--- src/rtl/neuron_update_sequencer_pkg.sv ---
// Shared types and helpers for the neuron update sequencer.
package neuron_update_sequencer_pkg;

    typedef enum logic [2:0] {
        ST_IDLE   = 3'd0,
        ST_READ   = 3'd1,
        ST_WAIT   = 3'd2,
        ST_UPDATE = 3'd3,
        ST_WRITE  = 3'd4,
        ST_EMIT   = 3'd5,
        ST_INIT   = 3'd6,
        ST_DONE   = 3'd7
    } seq_state_t;

    // Limit a requested neuron count to the addressable range 2^aw.
    function automatic int unsigned clamp_count(input int unsigned n, input int unsigned aw);
        int unsigned limit;
        limit = 32'd1 << aw;
        return (n > limit) ? limit : n;
    endfunction

endpackage

--- src/rtl/neuron_update_sequencer_latency.sv ---
// Load/decrement down-counter that times the state-RAM read latency.
module seq_latency_counter #(
    parameter int unsigned WIDTH = 1
) (
    input  logic             clk,
    input  logic             rst_n,
    input  logic             load,
    input  logic [WIDTH-1:0] load_value,
    input  logic             dec,
    output logic             zero
);

    logic [WIDTH-1:0] count;

    // Load has priority; decrement saturates at zero.
    always_ff @(posedge clk or negedge rst_n) begin
        if (!rst_n) begin
            count <= '0;
        end else if (load) begin
            count <= load_value;
        end else if (dec && (count != '0)) begin
            count <= count - WIDTH'(1);
        end
    end

    assign zero = (count == '0);

endmodule

--- src/rtl/neuron_update_sequencer.sv ---
// Per-timestep controller walking a neuron layer through one shared LIF unit.
module neuron_update_sequencer
    import neuron_update_sequencer_pkg::*;
#(
    parameter int unsigned ADDR_WIDTH = 8,
    parameter int unsigned RD_LATENCY = 1
) (
    input  logic                  clk,
    input  logic                  rst_n,
    input  logic                  start,
    input  logic                  initialize,
    input  logic [ADDR_WIDTH:0]   num_neurons,
    output logic                  state_rd_en,
    output logic [ADDR_WIDTH-1:0] state_rd_addr,
    output logic                  state_wr_en,
    output logic                  state_wr_init,
    output logic [ADDR_WIDTH-1:0] state_wr_addr,
    output logic                  neuron_update_en,
    input  logic                  spike_in,
    output logic                  spike_valid,
    input  logic                  spike_ready,
    output logic [ADDR_WIDTH-1:0] spike_addr,
    output logic                  busy,
    output logic                  done
);

    localparam int unsigned CW = (RD_LATENCY > 1) ? $clog2(RD_LATENCY) : 1;
    // WAIT lasts RD_LATENCY cycles: counter starts at RD_LATENCY-1 and exits on zero.
    localparam logic [CW-1:0] LAT_LOAD = CW'(RD_LATENCY - 1);

    seq_state_t            state;
    seq_state_t            state_next;
    logic [ADDR_WIDTH-1:0] index;
    logic [ADDR_WIDTH:0]   n_lat;
    logic [ADDR_WIDTH:0]   n_req;
    logic                  go;
    logic                  last;
    logic                  lat_zero;

    assign n_req = (ADDR_WIDTH+1)'(clamp_count(32'(num_neurons), ADDR_WIDTH));
    assign go    = start | initialize;
    // Terminal compare against the latched count, so index N-1 = 2^ADDR_WIDTH-1 never wraps.
    assign last  = ({1'b0, index} == (n_lat - (ADDR_WIDTH+1)'(1)));

    seq_latency_counter #(
        .WIDTH (CW)
    ) u_latency (
        .clk        (clk),
        .rst_n      (rst_n),
        .load       (state == ST_READ),
        .load_value (LAT_LOAD),
        .dec        (state == ST_WAIT),
        .zero       (lat_zero)
    );

    // State register.
    always_ff @(posedge clk or negedge rst_n) begin
        if (!rst_n) begin
            state <= ST_IDLE;
        end else begin
            state <= state_next;
        end
    end

    // Index and latched layer size; index advances only after a neuron is fully retired.
    always_ff @(posedge clk or negedge rst_n) begin
        if (!rst_n) begin
            index <= '0;
            n_lat <= '0;
        end else begin
            case (state)
                ST_IDLE: begin
                    if (go) begin
                        index <= '0;
                        n_lat <= n_req;
                    end
                end
                ST_WRITE: if (!spike_in && !last)   index <= index + ADDR_WIDTH'(1);
                ST_EMIT:  if (spike_ready && !last) index <= index + ADDR_WIDTH'(1);
                ST_INIT:  if (!last)                index <= index + ADDR_WIDTH'(1);
                default: ;
            endcase
        end
    end

    // Next-state logic.
    always_comb begin
        state_next = state;
        case (state)
            ST_IDLE: begin
                if (initialize) begin
                    state_next = (n_req == '0) ? ST_DONE : ST_INIT;
                end else if (start) begin
                    state_next = (n_req == '0) ? ST_DONE : ST_READ;
                end
            end
            ST_READ:   state_next = ST_WAIT;
            ST_WAIT:   if (lat_zero) state_next = ST_UPDATE;
            ST_UPDATE: state_next = ST_WRITE;
            ST_WRITE: begin
                if (spike_in)  state_next = ST_EMIT;
                else if (last) state_next = ST_DONE;
                else           state_next = ST_READ;
            end
            ST_EMIT: begin
                if (spike_ready) state_next = last ? ST_DONE : ST_READ;
            end
            ST_INIT:   if (last) state_next = ST_DONE;
            ST_DONE:   state_next = ST_IDLE;
            default:   state_next = ST_IDLE;
        endcase
    end

    // Moore outputs decoded from the state register and index.
    always_comb begin
        state_rd_en      = 1'b0;
        state_rd_addr    = '0;
        state_wr_en      = 1'b0;
        state_wr_init    = 1'b0;
        state_wr_addr    = '0;
        neuron_update_en = 1'b0;
        spike_valid      = 1'b0;
        spike_addr       = '0;
        busy             = (state != ST_IDLE);
        done             = 1'b0;
        case (state)
            ST_READ: begin
                state_rd_en   = 1'b1;
                state_rd_addr = index;
            end
            ST_UPDATE: neuron_update_en = 1'b1;
            ST_WRITE: begin
                state_wr_en   = 1'b1;
                state_wr_addr = index;
            end
            ST_EMIT: begin
                spike_valid = 1'b1;
                spike_addr  = index;
            end
            ST_INIT: begin
                state_wr_en   = 1'b1;
                state_wr_init = 1'b1;
                state_wr_addr = index;
            end
            ST_DONE: done = 1'b1;
            default: ;
        endcase
    end

endmodule

--- config.mk ---
export PLATFORM = sky130hd
export DESIGN_NAME = neuron_update_sequencer
export DESIGN_NICKNAME = d
export VERILOG_FILES = /design/src/rtl/neuron_update_sequencer_pkg.sv /design/src/rtl/neuron_update_sequencer_latency.sv /design/src/rtl/neuron_update_sequencer.sv
export SDC_FILE = /design/constraint.sdc
export NUM_CORES = 1
export LEC_CHECK = 0
export ABC_AREA = 1
export ABC_CLOCK_PERIOD_IN_PS = 4000
export CAP_MARGIN = 20
export CORE_UTILIZATION = 45
export DETAILED_ROUTE_END_ITERATION = 6
export PLACE_DENSITY = 0.76
export SYNTH_ARGS = -nofsm -noshare
export SYNTH_HDL_FRONTEND = slang
export SYNTH_SLANG_ARGS = --single-unit
--- constraint.sdc ---
create_clock -name clk -period 4 [get_ports clk]
set_input_delay 1.2 -clock clk [delete_from_list [all_inputs] [get_ports clk]]
set_output_delay 1.2 -clock clk [all_outputs]
set_load 0.02 [all_outputs]
# Word level (Yosys, flattened, before mapping)
# Index checks and enable logic that the tools add are counted.
# W data, S select, Z words.
# word_totals
ff_bits,21
inputBits,15
wordCells,66
# classes
n_mux,27
n_lt_le_gt_ge,1
n_reduce_logical,14
add_sub_neg,3
eq_ne,16
bitwise_logic,1
# op_table
op,n
$mux W8,7
$pmux W8 S4,1
$mux W3,8
$pmux W3 S8,1
$ne A2 B2 Y1 const B,7
$eq A3 B3 Y1 const B,4
$eq A8 B9 Y1,1
$gt A9 B9 Y1 const B,1
$logic_not A9 Y1,1
$mux W1,9
$mux W9,1
$sub A9 B1 Y9 const B,1
$add A8 B1 Y8 const B,1
$eq A3 B2 Y1 const B,2
$reduce_and A5 Y1,1
$reduce_and A4 Y1,1
$reduce_bool A4 Y1,1
$eq A3 B1 Y1 const B,1
$logic_and A1 B1 Y1,3
$logic_not A3 Y1,1
$ne A3 B3 Y1 const B,1
$reduce_bool A3 Y1,1
$logic_not A1 Y1,2
$reduce_and A2 Y1,1
other kinds (4),4

# Depth between registers and ports, before layout
# Gate-level depths: netlist of the first run.
# depth
depth_word,7
mapped_depth,16

# Modules after synthesis
# From an unflattened synthesis of the first run, not the netlist that was laid out.
# unflattened
hier_cells,274
area_unflattened_um2,1679.1
# by_module_without_submodules
module,instances,area_per_inst_um2,cells_per_inst
neuron_update_sequencer,1,1630.3,267
seq_latency_counter,1,48.8,7

# Worst setup path after synthesis of the first run
# OpenSTA, ideal clock, no wires.
# synth_path
kind,flip-flop to output port
from,register state[1]
to,output port state_rd_addr[0]
stages_incl_launch_ff,6
t_required_ns,2.800
path_buffers,0
arrival_time_ns,1.599
slack_ns,1.201
path_cell_list,dfrtp_1 -> nor2_1 -> inv_1 -> nor2_1 -> clkinv_1 -> nor2_1
# synth_between
elab_chain_cells,2
# synth_rtl
element,line,text
start: declaration,neuron_update_sequencer.sv:31,seq_state_t state;
start signal: assignment,neuron_update_sequencer.sv:61,state <= state_next;
$eq A3 B1 Y1,neuron_update_sequencer.sv:126,case (state)
$mux W8,neuron_update_sequencer.sv:126,
end: declaration,neuron_update_sequencer.sv:14,"output logic [ADDR_WIDTH-1:0] state_rd_addr,"
# Every way passes these cells.

# Final worst setup path of the first run
# layout_path
from,register state[2]
to,output port state_rd_addr[7]
# The elaborated chain is that of the path after synthesis.

==> impl_summary.log, run 1 <==
INFO  metric start_util = 47.3%
INFO  metric insertion_delay = 0.26 ns
INFO  metric unrepaired_setup_endpoints_after_global_routing = no
INFO  metric crit_path_start = state[2]
INFO  metric timing_hold_violations_final = 0
INFO  metric post_cts.resized_instances = 0
INFO  metric total_gr_overflow = 0
INFO  metric regToRegEndpoint = index[5]
INFO  metric io_pins = 46
INFO  metric grt_antenna_before_repair = 0
INFO  metric grt_use_total = 25.3%
INFO  metric max-cap-violations = 0
INFO  metric die_w = 64.0 um
INFO  metric die_h = around 64 um
INFO  metric place_congestion = roughly 0.98
INFO  metric clock_sinks = 21
INFO  metric setup_viol = 0
INFO  metric pint = around 0.63 mW
INFO  metric reg2reg_from = n_lat[0]
INFO  metric minimum_period_implied_by_the_final_worst_setup_slack = around 3.4 ns
INFO  metric io_buffer_count = between 40 and 50
INFO  metric coreArea = around 3700 um2
INFO  metric grt_pass1_vias = between 1500 and 2000
INFO  metric diodes = 0
INFO  metric power.switching = ~0.7 mW
INFO  metric netlist-cell-type-count = 30
INFO  metric routed_wire_length_per_instance = approximately 12 um
INFO  metric area_enclosed_by_the_die_boundary = between 4000 and 5000 um2
INFO  metric max-clock-path-buffers = 2
INFO  metric clk_pin_slew_worst_paths = 0.08 ns
INFO  metric switching_share = between 50% and 60%
INFO  metric vdd_drop_max = just under 0.4 mV
INFO  metric reg2reg_slack = 1.92 ns
INFO  metric yosysSeqAreaShare = a little over 30%
INFO  metric antenna_violating_nets_post_route = 0
INFO  metric synthesis.instances = ~280
INFO  metric criticalPathCategory = flop to output pin
INFO  metric netlist_area = between 1500 and 2000 um2
INFO  metric cts-buffers-inserted = 3
INFO  metric mostFrequentLayoutCell = sky130_fd_sc_hd__nand2_1
INFO  metric holdPathEnd = u_latency.count
INFO  metric detail_route.drc_violations = 0
INFO  metric grt_pass1_wl = roughly 8100 um
INFO  metric power_frac_clock = between 10% and 20%
INFO  metric timing.critical_path.fanout_max = 9
INFO  metric relSlewSlack = 34.1%
INFO  metric fin_skew = 0.00837 ns
INFO  metric critPathCaptureType = output pin
INFO  metric post-cts-setup-buffer-count = 0
INFO  metric post-route-worst-setup-slack = a little over 0.6 ns
INFO  metric power_frac_seq = 26.3%
INFO  metric row_count = 22
INFO  metric layout-drive-gt1-share = between 10% and 20%
INFO  metric num-nets-final = 343
INFO  metric timing.critical_path.arrival = roughly 2.2 ns
INFO  metric layout_worst_path_cycle_share = roughly 85%
INFO  metric via_count = around 1900
INFO  metric ctsRootBufferMaster = sky130_fd_sc_hd__clkbuf_8
INFO  metric ys_async_sr_fraction = between 90% and 100%
INFO  metric outcome = finished, final reports clean
INFO  metric fin_setup_tns = 0 ns
INFO  metric number_of_flops_mapped_to_enable_cells_by_yosys = 0
INFO  metric grt_max_degree = 22
INFO  metric slew_violations = 0
INFO  metric drt_first_pass_iters = 5
INFO  metric cts.htree.levels = 1
INFO  metric synth.ff_latch_count = 21
INFO  metric count_of_cells_along_the_worst_hold_path = 2
INFO  metric postSynthAreaPerCell = 6.25 um2
INFO  metric cts_hold_repair.buffers = 0
INFO  metric tritoncts = yes
INFO  metric mostFrequentLayoutCells = sky130_fd_sc_hd__nand2_1, sky130_fd_sc_hd__nor2_1, sky130_fd_sc_hd__clkdlybuf4s50_1
INFO  metric growth_of_design_area_from_synthesis_to_finish = 31.8%
INFO  metric ys_warn_count = 0
INFO  metric measured_slew_at_the_worst_slew_check_pin = roughly 1 ns
INFO  metric p_leak = ~1.1 nW
INFO  metric timing.fmax = 0.295 GHz
INFO  metric final_core_utilization = 62.3%
INFO  metric routed_wl = 4580 um
INFO  metric synthesis.nets = 294
INFO  metric dominantRegCellSynth = sky130_fd_sc_hd__dfrtp_1
INFO  metric comb_power_share = 62.8%
INFO  metric r2r_cells = 16
INFO  metric power-per-cell-area = 577 nW/um2
INFO  metric avgViaCountPerCell = 5.03
INFO  metric min_delay_startpoint = u_latency.count
INFO  metric hp-class = flop to flop
INFO  metric cp_data_required_time = between 2 and 3 ns
INFO  metric preCtsSetupSlack = 0.913 ns
INFO  metric dpl.hpwl = ~3600 um
INFO  metric critical_path.startpoint_type = flop
INFO  metric iter_0_drt_violations = 90
[cell type report]
type	count	area, um2
fillers	365	1380
multi-input cells	210	1030
flip-flops and latches	21	526
repair buffers	46	458
inverters	44	165
well taps	48	60.1
clock buffers	4	45.0
[worst max-delay path, cell delays in order (launching register included)]
cell and delay (ns):
sky130_fd_sc_hd__dfrtp_1 0.44, sky130_fd_sc_hd__nor2_1 0.12, sky130_fd_sc_hd__inv_1 0.07, sky130_fd_sc_hd__nor2_1 0.17
sky130_fd_sc_hd__clkinv_1 0.31, sky130_fd_sc_hd__nor2_1 0.18, sky130_fd_sc_hd__clkdlybuf4s50_1 0.63
[cell families after synthesis]
group,Yosys count,share of synthesized area (%)
buffers and inverters,46,10.3
xor gates and xnor gates,3,1.52
AOI/OAI and AO/OA,26,8.46
adders and majority gates,2,1.45
and+or+nand+nor,179,47.9
DFF,21,30.4
[metrics by stage]
step | hold WS [ns] | total power [mW] | std cells | cell area [um2]
2_1_floorplan | 0.473 | 0.941 | 277 | 1730
3_3_place_gp | 0.506 | 1.16 | 369 | 2240
3_5_place_dp | 0.506 | 1.17 | 369 | 2240
4_1_cts | 0.518 | 1.32 | 373 | 2280
5_1_grt | 0.536 | 1.45 | 373 | 2280
6_report | 0.516 | 1.32 | 373 | 2280
[cell usage after synthesis (2+ instances only)]
cell type | count | area (um2)
sky130_fd_sc_hd__a21oi_1 | 11 | 55.1
sky130_fd_sc_hd__dfrtp_1 | 21 | 526
sky130_fd_sc_hd__ha_1 | 2 | 25.0
sky130_fd_sc_hd__inv_1 | 35 | 131
sky130_fd_sc_hd__inv_2 | 8 | 30.0
sky130_fd_sc_hd__nand2_1 | 74 | 278
sky130_fd_sc_hd__nand2_2 | 3 | 18.8
sky130_fd_sc_hd__nand2_4 | 5 | 56.3
sky130_fd_sc_hd__nand3_1 | 26 | 130
sky130_fd_sc_hd__nand4_1 | 5 | 31.3
sky130_fd_sc_hd__nor2_1 | 47 | 176
sky130_fd_sc_hd__nor2_2 | 2 | 12.5
sky130_fd_sc_hd__nor2_4 | 2 | 22.5
sky130_fd_sc_hd__nor3_1 | 4 | 20.0
sky130_fd_sc_hd__o21ai_0 | 9 | 45.0
sky130_fd_sc_hd__o22ai_1 | 2 | 12.5
sky130_fd_sc_hd__or2_2 | 7 | 43.8
sky130_fd_sc_hd__xnor2_1 | 2 | 17.5
[registers in the layout (all words and copies together) (netlist names)]
| register | count |
|---|---|
| index | 8 |
| n_lat | 9 |
| state | 3 |
| u_latency.count | 1 |
[worst max-delay path by stage]
stage	endpoint	slack (ns)
after floorplan	state_rd_addr[0]	1.20
after global placement	state_rd_addr[7]	0.96
after detailed placement	state_rd_addr[7]	0.91
after CTS	state_rd_addr[5]	0.61
after global routing	state_rd_addr[7]	0.46
final	state_rd_addr[7]	0.60
[power groups by stage]
stage / Clock (mW) / Sequential (mW) / Combinational [mW]
3_5_place_dp: 0 / 0.349 / 0.822
5_1_grt: 0.159 / 0.359 / 0.932
3_3_place_gp: 0 / 0.346 / 0.811
4_1_cts: 0.144 / 0.344 / 0.827
2_1_floorplan: 0 / 0.329 / 0.612
6_report: 0.143 / 0.346 / 0.827
[layer usage]
metal / global-route usage, % / part of all wire, %
met1: 33.8 / 46
met2: 42.3 / 47
met3: 3.04 / 5.9
met4: 7.67 / 0.74
met5: 0 / 0
No activity file was read; power rests on OpenSTA's default activity.
==> inputs of run 2 (changes only) <==
--- a/config.mk
+++ b/config.mk
@@ -6,11 +6,11 @@
 export NUM_CORES = 1
 export LEC_CHECK = 0
 export ABC_AREA = 1
-export ABC_CLOCK_PERIOD_IN_PS = 4000
+export ABC_CLOCK_PERIOD_IN_PS = 2950
 export CAP_MARGIN = 20
-export CORE_UTILIZATION = 45
+export CORE_UTILIZATION = 44
 export DETAILED_ROUTE_END_ITERATION = 6
-export PLACE_DENSITY = 0.76
+export PLACE_DENSITY = 0.78
 export SYNTH_ARGS = -nofsm -noshare
 export SYNTH_HDL_FRONTEND = slang
 export SYNTH_SLANG_ARGS = --single-unit
==> constraint.sdc (replaced) <==
create_clock -name clk -period 2.95 [get_ports clk]
set_input_delay 0.885 -clock clk [delete_from_list [all_inputs] [get_ports clk]]
set_output_delay 0.885 -clock clk [all_outputs]
set_load 0.02 [all_outputs]
==> run 2 against run 1 <==
  * Largest power group unchanged
  * Routed wire length down 1.6%
  * Register-to-register slack got worse by 1.0 ns
  * Flip-flop and latch count unchanged
  * Worst setup slack lost 0.52 ns
  * Critical endpoint is now state_rd_addr[5]
==> impl_summary.log, run 2 (synthesis results as in run 1) <==
INFO  metric row_count = 22 (unchanged)
INFO  metric mostFrequentLayoutCell = sky130_fd_sc_hd__nand2_1
INFO  metric critical_path.startpoint_type = flop
INFO  metric n_fill_cell = 348 (-4.7%)
INFO  metric die_w = 64.7 um (+1.1%)
INFO  metric sequential_cell_area = 526 um2 (unchanged)
INFO  metric io_buffer_count = 45 (unchanged)
INFO  metric relSlewSlack = 79.8% (+46 points)
INFO  metric vdd_drop_max = 0.583 mV (+49%)
INFO  metric top_register = n_lat
INFO  metric p_leak = 1.13 nW (+7.0%)
INFO  metric r2r_cells = 16 (unchanged)
INFO  metric iter_0_drt_violations = 105 (+17%)
INFO  metric cts_hold_repair.buffers = 0 (unchanged)
INFO  metric max-clock-path-buffers = 2 (unchanged)
INFO  metric coreArea = 3720 um2 (+1.5%)
INFO  metric post-cts-setup-buffer-count = 0 (unchanged)
INFO  metric max-cap-violations = 0 (unchanged)
INFO  metric timing.critical_path.fanout_max = 9 (unchanged)
INFO  metric criticalPathCategory = flop to output pin
INFO  metric area_enclosed_by_the_die_boundary = 4190 um2 (+2.2%)
INFO  metric timing_hold_violations_final = 0 (unchanged)
INFO  metric diodes = 0 (unchanged)
INFO  metric io_pins = 46 (unchanged)
INFO  metric critPathSlowestCell = sky130_fd_sc_hd__clkdlybuf4s50_1
INFO  metric outcome = finished, final reports clean
INFO  metric timing.critical_path.arrival = 1.98 ns (-0.22 ns)
INFO  metric layout-drive-gt1-share = 11.6% (+0.85 points)
INFO  metric dpl.hpwl = 3440 um (-3.3%)
INFO  metric hold_ws = 0.530 ns (+0.0140 ns)
INFO  metric die_h = 64.7 um (+1.1%)
INFO  metric slew_violations = 0 (unchanged)
INFO  metric crit_chain = nor2_1 > inv_1 > nor2_1 > bufinv_8 > nor2_1 > clkdlybuf4s50_1
INFO  metric cts.htree.levels = 1 (unchanged)
INFO  metric routed_wire_length_per_instance = 12.0 um (-2.2%)
INFO  metric detail_route.drc_violations = 0 (unchanged)
INFO  metric grt_use_total = 23.3% (-2.0 points)
INFO  metric tritoncts = yes
INFO  metric grt_pass1_wl = 7560 um (-6.4%)
INFO  metric growth_of_design_area_from_synthesis_to_finish = 33.9%
INFO  metric fin_setup_tns = 0 ns (unchanged)
INFO  metric insertion_delay = 0.26 ns (about the same)
INFO  metric minimum_period_implied_by_the_final_worst_setup_slack = 2.87 ns
INFO  metric reg2reg_slack = 0.89 ns (-1.03 ns)
INFO  metric total_gr_overflow = 0 (unchanged)
INFO  metric timing.fmax = 0.349 GHz
INFO  metric final_core_utilization = 62.4% (about the same)
INFO  metric grt_max_degree = 22 (unchanged)
INFO  metric highest-signal-layer = met4
INFO  metric ctsRootBufferMaster = sky130_fd_sc_hd__clkbuf_8
INFO  metric antenna_violating_nets_post_route = 0 (unchanged)
INFO  metric place_congestion = 0.903 (-7.6%)
INFO  metric num-nets-final = 345 (+0.58%)
INFO  metric met2WireLength = 2110 um (-2.8%)
INFO  metric drt_first_pass_iters = 4 (-1)
INFO  metric power-per-cell-area = 781 nW/um2 (+35%)
INFO  metric grt_antenna_before_repair = 0 (unchanged)
INFO  metric wl_met3 = 179 um (-33%)
INFO  metric reg2reg_from = n_lat[0]
INFO  metric clock_sinks = 21 (unchanged)
INFO  metric clk_pin_slew_worst_paths = 0.08 ns (about the same)
INFO  metric via_count = 1878 (unchanged)
INFO  metric avgViaCountPerCell = 5.01 (-0.53%)
INFO  metric largest_register_ff_count = 9 (unchanged)
INFO  metric measured_slew_at_the_worst_slew_check_pin = 0.302 ns (-0.684 ns)
INFO  metric start_util = 46.6% (-0.70 points)
INFO  metric cp_data_required_time = 2.07 ns (-0.73 ns)
INFO  metric setup_viol = 0 (unchanged)
INFO  metric wl_met1 = 2180 um (+3.6%)
INFO  metric multi_input_comb_area = 1030 um2 (unchanged)
INFO  metric finalPower = 1.81 mW (+38%)
INFO  metric grt_pass1_vias = 1714 (-4.8%)
INFO  metric largest_registers = n_lat x9, index x8, state x3
INFO  metric critPathCaptureType = output pin
INFO  metric routed_wl = 4500 um (-1.6%)
INFO  metric hp-class = flop to flop
INFO  metric mostFrequentLayoutCells = sky130_fd_sc_hd__nand2_1, sky130_fd_sc_hd__nor2_1, sky130_fd_sc_hd__clkdlybuf4s50_1
INFO  metric fin_skew = 0.00120 ns (-0.00717 ns)
INFO  metric count_of_cells_along_the_worst_hold_path = 1 (-1)
INFO  metric critPathMostFrequentCell = sky130_fd_sc_hd__nor2_1
INFO  metric layout_worst_path_cycle_share = between 90 and 100%
INFO  metric min_delay_startpoint = n_lat[8]
INFO  metric regToRegEndpoint = index[5]
INFO  metric holdPathEnd = n_lat[8]
INFO  metric critical_path.max_stage_delay = 0.61 ns (-0.02 ns)
INFO  metric cts-buffers-inserted = 3 (unchanged)
run 2: cell count changes in the layout (fill, tap and decap cells not counted), sizes merged:
cell and change:
clkdlybuf4s50 -3, bufinv +1, dlymetal6s2s +3, clkinv -1
buf +2
run 2: how the worst max path moves through the flow:
stage / startpoint / to / slack (ns)
after floorplan: state[1] / state_rd_addr[0] / 0.47
after global placement: state[2] / state_rd_addr[2] / 0.26
after detailed placement: state[2] / state_rd_addr[1] / 0.20
after CTS: state[2] / state_rd_addr[7] / 0.03
after global routing: state[2] / state_rd_addr[2] / -0.02
final: state[2] / state_rd_addr[5] / 0.08
run 2: cell type report:
cell class / count / share of cell area (%)
clock buffer: 4 / 1.94
timing repair buffer: 48 / 20.7
multi-input combinational: 210 / 44.3
tap: 48 / 2.59
sequential: 21 / 22.7
inverter: 44 / 7.72
run 2: metal layers:
metal / vias to the layer above / global-route usage [%]
met5: - / 0
met4: 0 / 5.00
met3: 5 / 2.11
met2: 49 / 40.1
met1: 853 / 31.3
li1: 971 / -
run 2: stage by stage:
| stage | instances | instance area, um2 | worst slack (ns) |
|---|---|---|---|
| final | 375 | 2320 | 0.0834 |
| after global routing | 375 | 2320 | -0.0237 |
| after CTS | 375 | 2300 | 0.0268 |
| after detailed placement | 371 | 2250 | 0.203 |
| after global placement | 371 | 2250 | 0.256 |
| after floorplan | 277 | 1730 | 0.466 |
run 2: report_power, final:
group	internal, mW	switching (mW)	leakage (nW)
Sequential	0.368	0.0902	0.277
Clock	0.0963	0.0948	0.0228
Combinational	0.427	0.735	0.831
run 2: timing repair:
action | in CTS | in global routing
gates resized for setup | 1 | 4
endpoints found under the hold margin | 0 | 0
setup endpoints to repair | 8 | 9
run 2: critical path: cells and delay by family (launching register included):
family | cells | cell delay, ns
simple gates | 3 | 0.38
buf+inv | 3 | 0.92
flops | 1 | 0.43
==> inputs of run 3 (changes only) <==
--- a/config.mk
+++ b/config.mk
@@ -5,7 +5,6 @@
 export SDC_FILE = /design/constraint.sdc
 export NUM_CORES = 1
 export LEC_CHECK = 0
-export ABC_AREA = 1
 export ABC_CLOCK_PERIOD_IN_PS = 2950
 export CAP_MARGIN = 20
 export CORE_UTILIZATION = 44
==> run 3 against run 2 <==
  * Routed wire length is 9.0% lower
  * Cell area decreased by 1.2%
  * Register-to-register slack worse by 0.45 ns
  * Via count shrank 13%
  * Final cell count down 19%
  * Area after synthesis is 1.7% lower
  * Combinational power fell by 12%
  * Sequential share of layout area increased by 0.27 points
  * First-iteration DRC count shrank 43%
  * Critical endpoint is now spike_addr[3]
==> impl_summary.log, run 3 <==
INFO  metric outcome = finished, final reports clean
INFO  metric avgViaCountPerCell = 5.39 (+7.6%)
INFO  metric diodes = 0 (unchanged)
INFO  metric pint = 0.904 mW (+1.5%)
INFO  metric cts_hold_repair.buffers = 0 (unchanged)
INFO  metric largest_registers = n_lat x9, index x8, state x3
INFO  metric timing.fmax = 0.362 GHz (+3.8%)
INFO  metric cts.htree.levels = 1 (unchanged)
INFO  metric critPathCaptureType = output pin
INFO  metric synthesis.nets = 226 (-23%)
INFO  metric ys_top_cells_by_area = sky130_fd_sc_hd__dfrtp_1, sky130_fd_sc_hd__and2_1, sky130_fd_sc_hd__nand2_1
INFO  metric power-per-cell-area = 735 nW/um2 (-5.9%)
INFO  metric n_fill_cell = 341 (-2.0%)
INFO  metric grt_antenna_before_repair = 0 (unchanged)
INFO  metric crit_end = spike_addr[3]
INFO  metric num-nets-final = 275 (-20%)
INFO  metric slew_violations = 0 (unchanged)
INFO  metric crit_path_start = state[2]
INFO  metric netlist-cell-type-count = 47 (+57%)
INFO  metric grt_pass1_wl = 7370 um (-2.6%)
INFO  metric routed_wl = 4100 um (-9.0%)
INFO  metric criticalPathCategory = flop to output pin
INFO  metric postSynthAreaPerCell = 8.14 um2 (+30%)
INFO  metric iter_0_drt_violations = 60 (-43%)
INFO  metric power_frac_clock = 11.1% (+0.5 points)
INFO  metric timing.critical_path.arrival = 1.88 ns (-0.10 ns)
INFO  metric die_h = 64.2 um (-0.84%)
INFO  metric synth_top_area_share = 30.9% (+0.54 points)
INFO  metric io_buffer_count = 45 (unchanged)
INFO  metric synthDominantAreaCellType = sky130_fd_sc_hd__dfrtp_1
INFO  metric antenna_violating_nets_post_route = 0 (unchanged)
INFO  metric place_congestion = 0.828 (-8.4%)
INFO  metric ctsRootBufferMaster = sky130_fd_sc_hd__clkbuf_8
INFO  metric grt_use_total = 22.4% (-0.88 points)
INFO  metric unrepaired_setup_endpoints_after_global_routing = no
INFO  metric detail_route.drc_violations = 0 (unchanged)
INFO  metric largest_register_ff_count = 9 (unchanged)
INFO  metric reg2reg_slack = 0.44 ns (-0.45 ns)
INFO  metric r2r_cells = 9 (-7)
INFO  metric sequential_cell_area = 526 um2 (unchanged)
INFO  metric area_enclosed_by_the_die_boundary = 4120 um2 (-1.7%)
INFO  metric top_register = n_lat
INFO  metric number_of_flops_mapped_to_enable_cells_by_yosys = 0 (unchanged)
INFO  metric insertion_delay = 0.26 ns (about the same)
INFO  metric reg2reg_from = n_lat[0]
INFO  metric hp-class = flop to flop
INFO  metric switching_share = 46.3% (-4.5 points)
INFO  metric critical_path.startpoint_type = flop
INFO  metric power.switching = 0.779 mW (-15%)
INFO  metric ys_warn_count = 0 (unchanged)
INFO  metric netlist_area = 1700 um2 (-1.7%)
INFO  metric count_leader_synth = sky130_fd_sc_hd__and2_1
INFO  metric layout-drive-gt1-share = 11.3% (-0.34 points)
INFO  metric relSlewSlack = 66.4% (-13 points)
INFO  metric synthesis.instances = 209 (-25%)
INFO  metric setup_viol = 0 (unchanged)
INFO  metric max-cap-violations = 0 (unchanged)
INFO  metric mostFrequentLayoutCell = sky130_fd_sc_hd__clkdlybuf4s50_1
INFO  metric power_frac_seq = 28.2% (+2.9 points)
INFO  metric clk_pin_slew_worst_paths = 0.07 ns (about the same)
INFO  metric fin_skew = 0.00158 ns (+0.000379 ns)
INFO  metric row_count = 22 (unchanged)
INFO  metric measured_slew_at_the_worst_slew_check_pin = 0.501 ns (+0.198 ns)
INFO  metric cp_data_required_time = 2.07 ns (about the same)
INFO  metric ys_top_cells_by_count = sky130_fd_sc_hd__and2_1, sky130_fd_sc_hd__dfrtp_1, sky130_fd_sc_hd__nand2_1, sky130_fd_sc_hd__nor2_1, sky130_fd_sc_hd__o21ai_0
INFO  metric io_pins = 46 (unchanged)
INFO  metric yosysSeqAreaShare = 30.9% (+0.54 points)
INFO  metric multi_input_comb_area = 1080 um2 (+4.9%)
INFO  metric mostFrequentLayoutCells = sky130_fd_sc_hd__clkdlybuf4s50_1, sky130_fd_sc_hd__and2_1, sky130_fd_sc_hd__dfrtp_1
INFO  metric cts-buffers-inserted = 3 (unchanged)
INFO  metric layout_worst_path_cycle_share = 93.7% (-3.5 points)
INFO  metric ys_async_sr_fraction = 100% (unchanged)
INFO  metric timing_hold_violations_final = 0 (unchanged)
INFO  metric die_w = 64.2 um (-0.84%)
INFO  metric tritoncts = yes
INFO  metric via_count = 1643 (-13%)
INFO  metric minimum_period_implied_by_the_final_worst_setup_slack = 2.76 ns (-0.104 ns)
INFO  metric fin_setup_tns = 0 ns (unchanged)
INFO  metric grt_pass1_vias = 1613 (-5.9%)
INFO  metric timing.critical_path.fanout_max = 13 (+4)
INFO  metric dpl.hpwl = 3190 um (-7.4%)
INFO  metric drt_first_pass_iters = 4 (unchanged)
INFO  metric growth_of_design_area_from_synthesis_to_finish = 34.7%
INFO  metric comb_power_share = 60.7% (-3.5 points)
INFO  metric dominantRegCellSynth = sky130_fd_sc_hd__dfrtp_1
INFO  metric p_leak = 0.942 nW (-17%)
INFO  metric start_util = 46.1% (-0.47 points)
INFO  metric coreArea = 3690 um2 (-0.74%)
INFO  metric routed_wire_length_per_instance = 13.4 um (+12%)
INFO  metric grt_max_degree = 22 (unchanged)
INFO  metric vdd_drop_max = 0.426 mV (-27%)
INFO  metric max-clock-path-buffers = 2 (unchanged)
INFO  metric synth.ff_latch_count = 21 (unchanged)
INFO  metric total_gr_overflow = 0 (unchanged)
INFO  metric clock_sinks = 21 (unchanged)
INFO  metric regToRegEndpoint = state[2]
INFO  metric finalPower = 1.68 mW (-7.0%)
[run 3: stage by stage]
step / instances / util, % / worst slack (ns) / hold WS, ns / area, um2
6_report: 305 / 62.1 / 0.187 / 0.536 / 2290
2_1_floorplan: 209 / - / 0.535 / 0.506 / 1700
3_5_place_dp: 301 / 60.8 / 0.0622 / 0.526 / 2240
3_3_place_gp: 301 / 60.8 / 0.127 / 0.513 / 2240
4_1_cts: 305 / 62.1 / 0.169 / 0.537 / 2290
5_1_grt: 305 / 62.1 / 0.0502 / 0.561 / 2290
[run 3: cell families (layout without fill, tap and decap cells)]
| kind of cell | count (synthesis) | count (layout) | synth area share (%) |
|---|---|---|---|
| simple gates | 104 | 104 | 34.0 |
| mux | 1 | 1 | 0.662 |
| flops | 21 | 21 | 30.9 |
| compound gates | 43 | 43 | 18.5 |
| xor+xnor | 15 | 15 | 8.61 |
| fa+ha+maj | 2 | 2 | 1.47 |
| buf+inv | 23 | 71 | 5.89 |
[run 3: power groups by stage]
stage          registers, mW  clock network [mW]  logic, mW
2_1_floorplan          0.450                   0      0.747
3_3_place_gp           0.473                   0      0.991
3_5_place_dp           0.477                   0       1.01
4_1_cts                0.472               0.196       1.02
5_1_grt                0.486               0.204       1.15
6_report               0.475               0.188       1.02
[run 3: worst min-delay path by stage]
| stage | start | end | slack [ns] | depth (start not counted) |
|---|---|---|---|---|
| 2_1_floorplan | n_lat[8] | n_lat[8] | 0.51 | 2 |
| 3_3_place_gp | n_lat[8] | n_lat[8] | 0.51 | 2 |
| 3_5_place_dp | n_lat[8] | n_lat[8] | 0.53 | 2 |
| 4_1_cts | u_latency.count | u_latency.count | 0.54 | 1 |
| 5_1_grt | u_latency.count | u_latency.count | 0.56 | 1 |
| 6_report | u_latency.count | u_latency.count | 0.54 | 1 |
[run 3: repair_timing]
item	CTS	global route
setup buffers	0	0
gates resized for setup	1	0
setup endpoints to repair	1	0
[run 3: area by class of cell]
class                      count  area share, %
multi-input combinational    165           47.0
timing repair buffer          58           23.9
sequential                    21           23.0
tap                           48           2.62
clock buffer                   4           1.97
inverter                       9           1.48
[run 3: critical path, stage by stage, from the launching register on]
cell and delay, ns:
sky130_fd_sc_hd__dfrtp_1 0.36, sky130_fd_sc_hd__buf_4 0.19, sky130_fd_sc_hd__and3_1 0.30, sky130_fd_sc_hd__and2_1 0.17, sky130_fd_sc_hd__clkdlybuf4s50_1 0.60
[run 3: routing by layer]
| layer | global-route usage [%] | vias up | routed length (um) |
|---|---|---|---|
| met3 | 1.61 | 4 | 136 |
| met2 | 40.3 | 44 | 2040 |
| met5 | 0 | - | 0 |
| li1 | - | 826 | - |
| met4 | 5.83 | 0 | 40 |
| met1 | 28.7 | 769 | 1880 |
